**config.mk**
```make
export PLATFORM = sky130hd
export DESIGN_NAME = psram_burst_ctrl_flat
export DESIGN_NICKNAME = d
export VERILOG_FILES = /design/src/rtl/psram_burst_ctrl_if.sv /design/src/rtl/psram_burst_ctrl.sv /design/src/flat_wrapper.sv
export SDC_FILE = /design/constraint.sdc
export NUM_CORES = 1
export LEC_CHECK = 0
export BUFFER_PORTS_ARGS = -buffer_cell sky130_fd_sc_hd__buf_2
export CAP_MARGIN = 0
export CORE_MARGIN = 4
export CORE_UTILIZATION = 46
export DETAILED_ROUTE_END_ITERATION = 12
export GPL_ROUTABILITY_DRIVEN = 0
export GPL_TIMING_DRIVEN = 0
export PLACE_DENSITY = 0.86
export SETUP_SLACK_MARGIN = 0.2
export SYNTH_ARGS = -nofsm -noshare
export SYNTH_HDL_FRONTEND = slang
export SYNTH_SLANG_ARGS = --single-unit
```
**constraint.sdc**
```tcl
create_clock -name clk80 -period 2.4 [get_ports clk80]
set_input_delay 0 -clock clk80 [delete_from_list [all_inputs] [get_ports clk80]]
set_output_delay 0 -clock clk80 [all_outputs]
set_load 0.005 [all_outputs]
```
**src/rtl/psram_burst_ctrl_if.sv**
```systemverilog
// Signal bundle between the PSRAM burst engine, the frame-buffer arbiter,
// the camera/VGA FIFOs and the PSRAM pins. The engine takes the slave view.
interface psram_burst_ctrl_if;
  // Arbiter command channel
  logic        Go;
  logic        Wr;
  logic [22:0] brst_Addr;
  logic        Done;
  // Camera write FIFO (first-word-fall-through)
  logic [15:0] cam_data;
  logic        cam_empty;
  logic        cam_rd_en;
  // VGA read FIFO
  logic [15:0] vga_data;
  logic        vga_full;
  logic        vga_wr_en;
  // PSRAM pins
  logic [22:0] mem_addr;
  logic [15:0] mem_dq_o;
  logic [15:0] mem_dq_i;
  logic        mem_dq_oe;
  logic        mem_ce_n;
  logic        mem_we_n;
  logic        mem_oe_n;
  logic        mem_ub_n;
  logic        mem_lb_n;
  logic        mem_adv_n;
  logic        mem_clk;
  logic        mem_cre;

  modport slave (
    input  Go, Wr, brst_Addr, cam_data, cam_empty, vga_full, mem_dq_i,
    output Done, cam_rd_en, vga_data, vga_wr_en, mem_addr, mem_dq_o, mem_dq_oe,
           mem_ce_n, mem_we_n, mem_oe_n, mem_ub_n, mem_lb_n,
           mem_adv_n, mem_clk, mem_cre
  );

  modport master (
    output Go, Wr, brst_Addr, cam_data, cam_empty, vga_full, mem_dq_i,
    input  Done, cam_rd_en, vga_data, vga_wr_en, mem_addr, mem_dq_o, mem_dq_oe,
           mem_ce_n, mem_we_n, mem_oe_n, mem_ub_n, mem_lb_n,
           mem_adv_n, mem_clk, mem_cre
  );
endinterface

```
**src/rtl/psram_burst_ctrl.sv**
```systemverilog
// Burst engine: moves BURST_LEN consecutive 16-bit words between the camera /
// VGA FIFOs and an asynchronous PSRAM, one Go/Wr/brst_Addr command at a time.
module psram_burst_ctrl #(
  parameter int unsigned BURST_LEN = 32,
  parameter int unsigned T_WR      = 6,
  parameter int unsigned T_RD      = 6,
  parameter int unsigned T_REC     = 1
) (
  input  logic              clk80,
  input  logic              rst,
  psram_burst_ctrl_if.slave bus
);

  localparam int unsigned BW = (BURST_LEN > 1) ? $clog2(BURST_LEN) : 1;
  // Phase timer width; covers strobe/recovery lengths up to 256 cycles.
  localparam int unsigned TW = 8;

  localparam logic [TW-1:0] WR_LAST   = TW'(T_WR - 1);
  localparam logic [TW-1:0] RD_LAST   = TW'(T_RD - 1);
  localparam logic [TW-1:0] REC_LAST  = TW'(T_REC - 1);
  localparam logic [BW-1:0] BEAT_LAST = BW'(BURST_LEN - 1);

  typedef enum logic [2:0] {IDLE, ARM, SETUP, STROBE, REC, FIN} state_t;

  state_t        state;
  state_t        state_nxt;
  logic          wr_q;
  logic [BW-1:0] beat;
  logic [TW-1:0] tcnt;

  logic strobe_last;
  logic rec_last;
  logic setup_go;
  logic last_beat;

  assign strobe_last = (tcnt == (wr_q ? WR_LAST : RD_LAST));
  assign rec_last    = (tcnt == REC_LAST);
  // A word may start only when its FIFO can source/sink it this cycle.
  assign setup_go    = wr_q ? !bus.cam_empty : !bus.vga_full;
  assign last_beat   = (beat == BEAT_LAST);

  // Asynchronous mode: no burst clock, no address-valid, no config access.
  assign bus.mem_adv_n = 1'b0;
  assign bus.mem_clk   = 1'b0;
  assign bus.mem_cre   = 1'b0;

  // State register; reset drops every strobe immediately through IDLE decoding.
  always_ff @(posedge clk80 or posedge rst) begin
    // NOTE: sequential state uses non-blocking assignments so every flop samples pre-edge values.
    if (rst) state <= IDLE;
    else     state <= state_nxt;
  end

  // Next-state and strobe/handshake decoding from the current state.
  always_comb begin
    // NOTE: every output is defaulted before the case, so no path can infer a latch.
    state_nxt     = state;
    bus.Done      = 1'b0;
    bus.mem_ce_n  = 1'b1;
    bus.mem_we_n  = 1'b1;
    bus.mem_oe_n  = 1'b1;
    bus.mem_ub_n  = 1'b1;
    bus.mem_lb_n  = 1'b1;
    bus.mem_dq_oe = 1'b0;
    bus.cam_rd_en = 1'b0;
    bus.vga_wr_en = 1'b0;
    case (state)
      IDLE: begin
        bus.Done = 1'b1;
        if (bus.Go) state_nxt = ARM;
      end
      ARM: state_nxt = SETUP;
      SETUP: begin
        if (setup_go) begin
          bus.cam_rd_en = wr_q;
          state_nxt     = STROBE;
        end
      end
      STROBE: begin
        bus.mem_ce_n  = 1'b0;
        bus.mem_ub_n  = 1'b0;
        bus.mem_lb_n  = 1'b0;
        bus.mem_we_n  = !wr_q;
        bus.mem_oe_n  = wr_q;
        bus.mem_dq_oe = wr_q;
        if (strobe_last) state_nxt = REC;
      end
      REC: begin
        // Write data is held on the bus through recovery.
        bus.mem_dq_oe = wr_q;
        bus.vga_wr_en = !wr_q && (tcnt == '0);
        if (rec_last) state_nxt = last_beat ? FIN : SETUP;
      end
      FIN: begin
        // Wait for Go to drop so one Go level never launches a second burst.
        if (!bus.Go) state_nxt = IDLE;
      end
      default: state_nxt = IDLE;
    endcase
  end

  // Burst datapath: command latch, beat/phase counters, address and data registers.
  always_ff @(posedge clk80 or posedge rst) begin
    if (rst) begin
      wr_q         <= 1'b0;
      beat         <= '0;
      tcnt         <= '0;
      bus.mem_addr <= '0;
      bus.mem_dq_o <= '0;
      bus.vga_data <= '0;
    end else begin
      case (state)
        ARM: begin
          // The arbiter presents brst_Addr one cycle after raising Go.
          wr_q         <= bus.Wr;
          beat         <= '0;
          bus.mem_addr <= bus.brst_Addr;
        end
        SETUP: begin
          tcnt <= '0;
          if (setup_go && wr_q) bus.mem_dq_o <= bus.cam_data;
        end
        STROBE: begin
          tcnt <= strobe_last ? '0 : tcnt + TW'(1);
          if (strobe_last && !wr_q) bus.vga_data <= bus.mem_dq_i;
        end
        REC: begin
          tcnt <= tcnt + TW'(1);
          if (rec_last && !last_beat) begin
            beat         <= beat + BW'(1);
            // 23-bit increment wraps 0x7FFFFF to 0x000000.
            bus.mem_addr <= bus.mem_addr + 23'd1;
          end
        end
        default: ;
      endcase
    end
  end

endmodule

```
**src/flat_wrapper.sv**
```systemverilog
// flat-port wrapper written by rule: the top's interface ports become plain ports
module psram_burst_ctrl_flat 
#(
  parameter int unsigned BURST_LEN = 32,
  parameter int unsigned T_WR      = 6,
  parameter int unsigned T_RD      = 6,
  parameter int unsigned T_REC     = 1
)
  (clk80, rst, bus_Go, bus_Wr, bus_brst_Addr, bus_cam_data, bus_cam_empty, bus_vga_full, bus_mem_dq_i, bus_Done, bus_cam_rd_en, bus_vga_data, bus_vga_wr_en, bus_mem_addr, bus_mem_dq_o, bus_mem_dq_oe, bus_mem_ce_n, bus_mem_we_n, bus_mem_oe_n, bus_mem_ub_n, bus_mem_lb_n, bus_mem_adv_n, bus_mem_clk, bus_mem_cre);
  psram_burst_ctrl_if bus_i ();
  input  logic clk80;
  input  logic rst;
  input wire logic [$bits(bus_i.Go)-1:0] bus_Go;
  input wire logic [$bits(bus_i.Wr)-1:0] bus_Wr;
  input wire logic [$bits(bus_i.brst_Addr)-1:0] bus_brst_Addr;
  input wire logic [$bits(bus_i.cam_data)-1:0] bus_cam_data;
  input wire logic [$bits(bus_i.cam_empty)-1:0] bus_cam_empty;
  input wire logic [$bits(bus_i.vga_full)-1:0] bus_vga_full;
  input wire logic [$bits(bus_i.mem_dq_i)-1:0] bus_mem_dq_i;
  output wire logic [$bits(bus_i.Done)-1:0] bus_Done;
  output wire logic [$bits(bus_i.cam_rd_en)-1:0] bus_cam_rd_en;
  output wire logic [$bits(bus_i.vga_data)-1:0] bus_vga_data;
  output wire logic [$bits(bus_i.vga_wr_en)-1:0] bus_vga_wr_en;
  output wire logic [$bits(bus_i.mem_addr)-1:0] bus_mem_addr;
  output wire logic [$bits(bus_i.mem_dq_o)-1:0] bus_mem_dq_o;
  output wire logic [$bits(bus_i.mem_dq_oe)-1:0] bus_mem_dq_oe;
  output wire logic [$bits(bus_i.mem_ce_n)-1:0] bus_mem_ce_n;
  output wire logic [$bits(bus_i.mem_we_n)-1:0] bus_mem_we_n;
  output wire logic [$bits(bus_i.mem_oe_n)-1:0] bus_mem_oe_n;
  output wire logic [$bits(bus_i.mem_ub_n)-1:0] bus_mem_ub_n;
  output wire logic [$bits(bus_i.mem_lb_n)-1:0] bus_mem_lb_n;
  output wire logic [$bits(bus_i.mem_adv_n)-1:0] bus_mem_adv_n;
  output wire logic [$bits(bus_i.mem_clk)-1:0] bus_mem_clk;
  output wire logic [$bits(bus_i.mem_cre)-1:0] bus_mem_cre;
  assign bus_i.Go = bus_Go;
  assign bus_i.Wr = bus_Wr;
  assign bus_i.brst_Addr = bus_brst_Addr;
  assign bus_i.cam_data = bus_cam_data;
  assign bus_i.cam_empty = bus_cam_empty;
  assign bus_i.vga_full = bus_vga_full;
  assign bus_i.mem_dq_i = bus_mem_dq_i;
  assign bus_Done = bus_i.Done;
  assign bus_cam_rd_en = bus_i.cam_rd_en;
  assign bus_vga_data = bus_i.vga_data;
  assign bus_vga_wr_en = bus_i.vga_wr_en;
  assign bus_mem_addr = bus_i.mem_addr;
  assign bus_mem_dq_o = bus_i.mem_dq_o;
  assign bus_mem_dq_oe = bus_i.mem_dq_oe;
  assign bus_mem_ce_n = bus_i.mem_ce_n;
  assign bus_mem_we_n = bus_i.mem_we_n;
  assign bus_mem_oe_n = bus_i.mem_oe_n;
  assign bus_mem_ub_n = bus_i.mem_ub_n;
  assign bus_mem_lb_n = bus_i.mem_lb_n;
  assign bus_mem_adv_n = bus_i.mem_adv_n;
  assign bus_mem_clk = bus_i.mem_clk;
  assign bus_mem_cre = bus_i.mem_cre;
  psram_burst_ctrl #(.BURST_LEN(BURST_LEN), .T_WR(T_WR), .T_RD(T_RD), .T_REC(T_REC)) u_core (.clk80(clk80), .rst(rst), .bus(bus_i));
endmodule
```
### After elaboration in Yosys (flattened, before gate mapping)

Index checks and enable logic that the tools add are counted.

* word-level logic and storage cells: 62
* bits of input ports: 61
* output and inout port bits: 67
* register bits after elaboration: 72

* eq/ne operators: 13
* mux-type cells: 22
* reductions and logical operators: 17
* add/sub/neg operators: 3

Operator list (count)
* $pmux 23 s2: 1
* $pmux 8 s3: 1
* $add 23x1->23 const B: 1
* $mux 23: 1
* $mux 3: 6
* $pmux 3 s6: 1
* $pmux 5 s2: 1
* $mux 1: 9
* $add 8x1->8 const B: 1
* $eq 8x3->1 const B: 1
* $logic_not 8->1: 1
* $mux 8: 1
* $ne 2x1->1 const B: 4
* $eq 3x2->1 const B: 2
* $eq 3x3->1 const B: 2
* $reduce_and 2->1: 3
* $add 5x1->5 const B: 1
* $eq 5x5->1 const B: 1
* $mux 5: 1
* $reduce_and 5->1: 1
* $logic_and 1x1->1: 4
* $logic_not 1->1: 4
* $ne 2x2->1 const B: 2
* $eq 3x1->1 const B: 1
* 4 further kinds: 4

### Logic depth before layout (Yosys ltp)

Gate-level depths: netlist (run 1).

* word-level depth: 5
* mapped depth: 9
* mapped depth without buffers: 8

### Least setup slack after synthesis (run 1)

Ideal clock, no wire load.

* kind: reg-to-reg
* start point: reg u_core.beat[0]
* end point: reg u_core.bus.mem_addr[6]
* cell stages (with the launch flop): 8
* path slack: -0.085 ns
* period minus slack after synthesis: 2.485 ns
* setup time: 0.123 ns
* buffers on the path: 0
* required time: 2.277 ns
* arrival: 2.362 ns
* cell sequence: dfrtp_1 > ha_1 > and3_1 > ha_1 > or4b_1 > or3_4 > or3_1 > o221a_2

* cells in the longest elaborated chain, start to end: 5

Ends and longest elaborated chain
* start, declared: RTL line psram_burst_ctrl.sv:28 `logic [BW-1:0] beat;`
* start signal, assigned: RTL line psram_burst_ctrl.sv:130 `beat <= beat + BW'(1);`
* $eq 5x5->1: RTL line psram_burst_ctrl.sv:40 `assign last_beat = (beat == BEAT_LAST);`
* $logic_not 1->1: RTL line psram_burst_ctrl.sv:129 `if (rec_last && !last_beat) begin`
* $logic_and 1x1->1: RTL line psram_burst_ctrl.sv:129
* $ne 2x1->1 (no line)
* $reduce_and 2->1 (no line)
* end signal, assigned: RTL line psram_burst_ctrl.sv:117 `bus.mem_addr <= bus.brst_Addr;`
* end signal, assigned: RTL line psram_burst_ctrl.sv:132 `bus.mem_addr <= bus.mem_addr + 23'd1;`
* end, declared: RTL line psram_burst_ctrl_if.sv:33 `output Done, cam_rd_en, vga_data, vga_wr_en, mem_addr, mem_dq_o, mem_dq_oe,`

Every way passes these cells.
A chain may end at the register's enable or synchronous reset.

### Worst setup path after layout (run 1)

Same ends and word-level chain as after synthesis.

==> results.cfg, run 1 <==
[floorplanning]
die_w_um = 98.6
start_util = 0.481
core_area_um2 = 7850
fp-row-count = 32
die_area_um2 = 9730
io_pins = 128
die_h_um = 98.6

[cts]
path_clk_slew_ns = 0.09
cts_tree = built
clk_latency_ns = 0.35
numCtsBuffers = 9
cts_root_buf = clkbuf_8
cts.htree.levels = 3
numClockSinks = 72
clock_path_buffers = 2

[critical_path]
r2r_end = u_core.bus.mem_addr[6]$_DFFE_PP0P_
path_buf_inv = 0
required_ns = 2.65
rr_worst_depth = 7
slowest_delay_ns = 0.49
crit_chain = ha_2, and3_4, ha_4, or4b_4, or3_4, or3_1, o221a_2
crit_slowest_cell = or4b_4
cp.arrival_ns = 2.70
start_kind = flip-flop
crit_type = flip-flop to flip-flop
rr_startpoint = u_core.beat[0]$_DFFE_PP0P_
worst_setup_path_end_kind = flip-flop
ff2ff_setup_slack_ns = -0.05
cp_top_family = simple AND/OR/NAND/NOR gates
worstPathMaxFanout = 5

[logic_synthesis]
synth.avg_cell_area_um2 = 9.74
synth_ff_type = dfrtp_1
synth_mux_area_frac = 0.0848
synth_simple_gate_area_frac = 0.232
synthDistinctLibCells = 64
async_flop_share = 1.00
yosysWarnings = 0
synth_area_um2 = 3780
synth.top_cell.area_share = 0.477
synth_fa_ha_area_frac = 0.0199
synth_edf_count = 0
ys_seq_area_frac = 0.477
ys_seq_elements = 72
synthCells = 388
netlist_top_cells_area = dfrtp_1 48%, nand2_1 7.8%, mux2_4 4.0%, nor2_1 3.5%, a21oi_1 2.6%
synth_top_family_by_area = simple AND/OR/NAND/NOR gates
synth_xor_area_frac = 0.0116
synth_largest_area_cell = dfrtp_1
synth_compound_area_frac = 0.133

[min_path]
holdCritPathClass = primary input to flip-flop
whs_path_depth = 3
worstHoldEndpoint = u_core.state[1]$_DFFE_PP0P_
hp-start = bus_Go

[drt]
vias = 3957
finalWirelength_mm = 12.6
initialDrtViolationCount = 288
drt-pass1-iter-count = 5
postRouteAntennaNets = 0
drc = 0
avgRoutedWirePerCell_um = 17.8
routed_via_density = 5.59

[grt]
overflow = 0
grt_pass1_wl_mm = 18.9
grt_pass1_vias = 3961
antenna_found_initial = 0
grt_start_max_net_pins = 73
grt_usage = 0.239

[sta]
rsz0062_at_grt = true
fmax_ghz = 0.408
worst_pin_slew_ns = 0.894
maxSlewHeadroom = 0.404
setup_violations = 2
fin_ws_ns = -0.0484
fin_crit_sh = 1.02
finClkSkew_ns = 0.0136
drv_slew = 0
period_needed_ns = 2.45
final-hold-violation-count = 0

[final_layout]
n_antenna_cell = 0
area_delta_synth_final_pct = 50.8
drive_above_1_share = 0.413
nets = 668
fill_cells = 527
final_common_cell = buf_2
final_cell_mix = 126 x buf_2, 77 x nand2_1, 71 x dfrtp_1, 52 x dlygate4sd3_1, 31 x nor2_1

[power]
p_leak_nw = 2.75
p_per_area_nw_per_um2 = 1080
p_total_mw = 6.16
peakVddDrop_mv = 0.534

[placed_design]
portBuffers = 124
place_hpwl_mm = 7.27
place_ws_ns = -0.113

[run_status]
status = finished with violations
violations = negative setup slack

[run]
cap_viol_max_count = 0
-- per-layer routing --
metal  GRT usage  vias to the layer above  share of wire
li1            -                     1807              -
met1       0.290                     1892           0.38
met2       0.417                      223           0.51
met3      0.0559                       35          0.084
met4      0.0819                        0          0.024
met5           0                        -              0
-- tightest hold or removal path, stage by stage --
cell	delay [ns]
buf_2	0.10
mux2i_2	0.08
o32ai_1	0.13
-- synth_stat cells, types with 2 or more instances --
cell type	n
inv_1	6
buf_4	6
nor4_1	2
ha_1	6
clkbuf_1	9
and4_1	3
a41o_1	2
a22oi_1	4
nor2_1	35
a22o_1	2
mux2_2	8
a21oi_1	20
nand4_1	10
and3_1	7
a311oi_1	2
xor2_1	5
a211oi_1	4
mux2_4	10
nor3_1	6
a31oi_1	3
dfrtp_1	72
a21o_1	3
nand2_1	78
nand3_1	15
o21ai_0	13
nor4_4	2
o32ai_1	2
o22ai_1	6
buf_2	3
buf_6	2
mux2i_1	8
or3_1	2
-- how the worst max path moves through the flow --
| stage | startpoint | endpoint | slack (ns) | cells after the start |
|---|---|---|---|---|
| 2_1_floorplan | u_core.beat[1]$_DFFE_PP0P_ | u_core.bus.mem_addr[6]$_DFFE_PP0P_ | 0.04 | 7 |
| 6_report | u_core.beat[0]$_DFFE_PP0P_ | u_core.bus.mem_addr[6]$_DFFE_PP0P_ | -0.05 | 7 |
| 3_3_place_gp | rst | u_core.bus.mem_addr[11]$_DFFE_PP0P_ | -0.23 | 2 |
| 4_1_cts | u_core.beat[0]$_DFFE_PP0P_ | u_core.bus.mem_addr[20]$_DFFE_PP0P_ | 0.01 | 10 |
| 3_5_place_dp | u_core.beat[0]$_DFFE_PP0P_ | u_core.bus.mem_addr[16]$_DFFE_PP0P_ | -0.11 | 8 |
| 5_1_grt | u_core.bus.mem_addr[0]$_DFFE_PP0P_ | u_core.bus.mem_addr[19]$_DFFE_PP0P_ | -0.12 | 5 |
-- flip-flops by register name, indices dropped and copies added, names as in the netlist --
name and cells:
u_core.bus.mem_addr 23, u_core.tcnt 8, u_core.bus.vga_data 16, u_core.beat 5
u_core.bus.mem_dq_o 16, u_core.wr_q 1, u_core.state 3
-- what timing repair did --
item / CTS / global route
endpoints found under the hold margin: 123 / 0
hold buffers: 52 / 0
pin swaps: 14 / 15
buffers inserted: 12 / 10
setup endpoints to repair: 39 / 43
gates resized for setup: 20 / 34
cloned: 1 / 1
-- cell type report --
class                   count  area (µm²)  share of cell area
repair buffers            200        1360               0.238
plain buffers              22         168              0.0294
inverters                   7        28.8             0.00505
flip-flops and latches     72        1800               0.316
multi-input cells         289        2030               0.356
clock inverters             7        60.1              0.0105
well taps                 102         128              0.0224
clock buffers               9         124              0.0217
-- power breakdown --
group	switching [mW]	internal [mW]
Sequential	0.542	1.74
Combinational	1.52	1.43
Clock	0.533	0.393
-- through the flow --
step           cells  instance area [µm²]  hold slack, ns  utilization  TNS [ns]
2_1_floorplan    390                 3840           0.105            -         0
3_3_place_gp     616                 4590           0.189        0.585    -16.84
3_5_place_dp     616                 4590           0.191        0.585    -0.832
4_1_cts          697                 5480          0.0150        0.699         0
5_1_grt          708                 5700          0.0178        0.726    -0.811
6_report         708                 5700          0.0249        0.726   -0.0507
-- kinds of logic after synthesis --
kind of cell,Yosys count
buffers and inverters,29
adders and majority gates,6
muxes,26
AOI/OAI and AO/OA,73
xor gates and xnor gates,5
DFF,72
other,1
and+or+nand+nor,176
Note: power is estimated with default switching activity, not from simulation.
==> run 2, diff against run 1 <==
==> constraint.sdc (replaced) <==
create_clock -name clk80 -period 2.4 [get_ports clk80]
set_input_delay 0.12 -clock clk80 [delete_from_list [all_inputs] [get_ports clk80]]
set_output_delay 0.12 -clock clk80 [all_outputs]
set_load 0.005 [all_outputs]
==> results.cfg, run 2 (synthesis gave the netlist of run 1 again) <==
[power]
peakVddDrop_mv = 0.532
p_leak_nw = 2.67
sw_frac_of_total = 0.418
p_switching_mw = 2.54
combinationalPowerShare = 0.478
pwr-share-seq = 0.371
cellInternalPower_mw = 3.55
p_clk_frac = 0.151
p_per_area_nw_per_um2 = 1100

[floorplanning]
die_h_um = 98.6
start_util = 0.481
die_w_um = 98.6
io_pins = 128
core_area_um2 = 7850
die_area_um2 = 9730
fp-row-count = 32

[cts]
numClockSinks = 72
cts_root_buf = clkbuf_8
path_clk_slew_ns = 0.09
clk_latency_ns = 0.35
cts.htree.levels = 3
cts_tree = built
numCtsBuffers = 9
clock_path_buffers = 2

[sta]
maxSlewHeadroom = 0.414
fin_ws_ns = -0.0333
final-hold-violation-count = 0
period_needed_ns = 2.43
setup_violations = 3
worst_pin_slew_ns = 0.879
fin_crit_sh = 1.01
rsz0062_at_grt = true
finClkSkew_ns = 0.0113
drv_slew = 0
fmax_ghz = 0.411

[final_layout]
nets = 649
finalNonFillerCells = 689
final_cell_mix = 127 x buf_2, 77 x nand2_1, 71 x dfrtp_1, 35 x dlygate4sd3_1, 31 x nor2_1
final_area_um2 = 5530
top_regs = u_core.bus.mem_addr (23), u_core.bus.mem_dq_o (16), u_core.bus.vga_data (16)
largest_reg_flops = 23
regMostFlops = u_core.bus.mem_addr
final_common_cell = buf_2
n_antenna_cell = 0
area_delta_synth_final_pct = 46.5
drive_above_1_share = 0.429

[critical_path]
crit_chain = ha_2, and3_4, ha_4, or4b_4, or3_4, buf_8, nor4b_4, a21oi_1, nand2_1
cp_top_family = simple AND/OR/NAND/NOR gates
required_ns = 2.69
worstPathMaxFanout = 5
crit_type = flip-flop to flip-flop
path_buf_inv = 1
crit_slowest_cell = or4b_4
start_kind = flip-flop
cp.arrival_ns = 2.73
slowest_delay_ns = 0.49
worst_setup_path_end_kind = flip-flop

[placed_design]
placed_area_um2 = 4590
place_hpwl_mm = 7.27
dp_cells = 616
portBuffers = 124

[drt]
drt-pass1-iter-count = 5
finalWirelength_mm = 11.9
vias = 3898
avgRoutedWirePerCell_um = 17.3
drc = 0
postRouteAntennaNets = 0
routed_via_density = 5.66
initialDrtViolationCount = 260

[grt]
overflow = 0
grt_usage = 0.227
grt_pass1_vias = 3832
antenna_found_initial = 0
grt_start_max_net_pins = 73
grt_pass1_wl_mm = 18.1

[run]
cap_viol_max_count = 0

[run_status]
violations = negative setup slack
status = finished with violations

[min_path]
holdCritPathClass = primary input to flip-flop
[run 2: area by class of cell]
class	instances	area, µm²
inverter	7	28.8
buffer	22	168
fill	575	2310
tap	102	128
clock inverter	7	60.1
multi-input combinational	289	2050
sequential	72	1800
clock buffer	9	124
timing repair buffer	181	1170
[run 2: through the flow]
| stage | total power, mW | hold slack (ns) | setup slack (ns) | TNS [ns] | util |
|---|---|---|---|---|---|
| after floorplan | 3.71 | 0.225 | 0.0441 | 0 | - |
| after global placement | 4.58 | 0.309 | -0.354 | -25.48 | 0.585 |
| after CTS | 5.83 | 0.00181 | 0.0117 | 0 | 0.676 |
| after detailed placement | 4.71 | 0.311 | -0.113 | -0.832 | 0.585 |
| after global routing | 6.51 | 0.00152 | -0.0997 | -0.662 | 0.705 |
| final | 6.09 | 0.00262 | -0.0333 | -0.0709 | 0.705 |
[run 2: final timing paths]
check | startpoint | end | slack, ns | cells after the start
max in group asynchronous | rst | u_core.tcnt[0]$_DFFE_PP0P_ | 1.29 | 3
min in group asynchronous | rst | u_core.bus.mem_dq_o[4]$_DFFE_PP0P_ | 0.48 | 3
setup / recovery | u_core.beat[1]$_DFFE_PP0P_ | u_core.bus.mem_addr[18]$_DFFE_PP0P_ | -0.03 | 9
setup reg to reg | u_core.beat[1]$_DFFE_PP0P_ | u_core.bus.mem_addr[18]$_DFFE_PP0P_ | -0.03 | 9
hold / removal | bus_mem_dq_i[1] | u_core.bus.vga_data[1]$_DFFE_PP0P_ | 0.003 | 2
hold reg to reg | u_core.bus.mem_dq_o[7]$_DFFE_PP0P_ | u_core.bus.mem_dq_o[7]$_DFFE_PP0P_ | 0.48 | 2
[run 2: power by group through the flow]
stage / clock network, mW / logic, mW / registers (mW)
CTS: 0.936 / 2.69 / 2.21
detailed placement: 0 / 2.48 / 2.23
finish: 0.919 / 2.91 / 2.26
global route: 0.996 / 3.19 / 2.32
floorplan: 0 / 1.51 / 2.20
global placement: 0 / 2.38 / 2.20
[run 2: layer usage]
metal | global-route usage | wire length [µm]
met5 | 0 | 0
met4 | 0.0788 | 265
met3 | 0.0566 | 977
met2 | 0.392 | 6190
met1 | 0.278 | 4490
[run 2: what timing repair did]
item,in CTS,in global routing
hold endpoints to repair,94,1
pin swaps,14,17
gates cloned,1,1
gates resized for setup,19,42
setup buffers,13,7
endpoints found under the setup margin,39,42
hold buffers,34,1
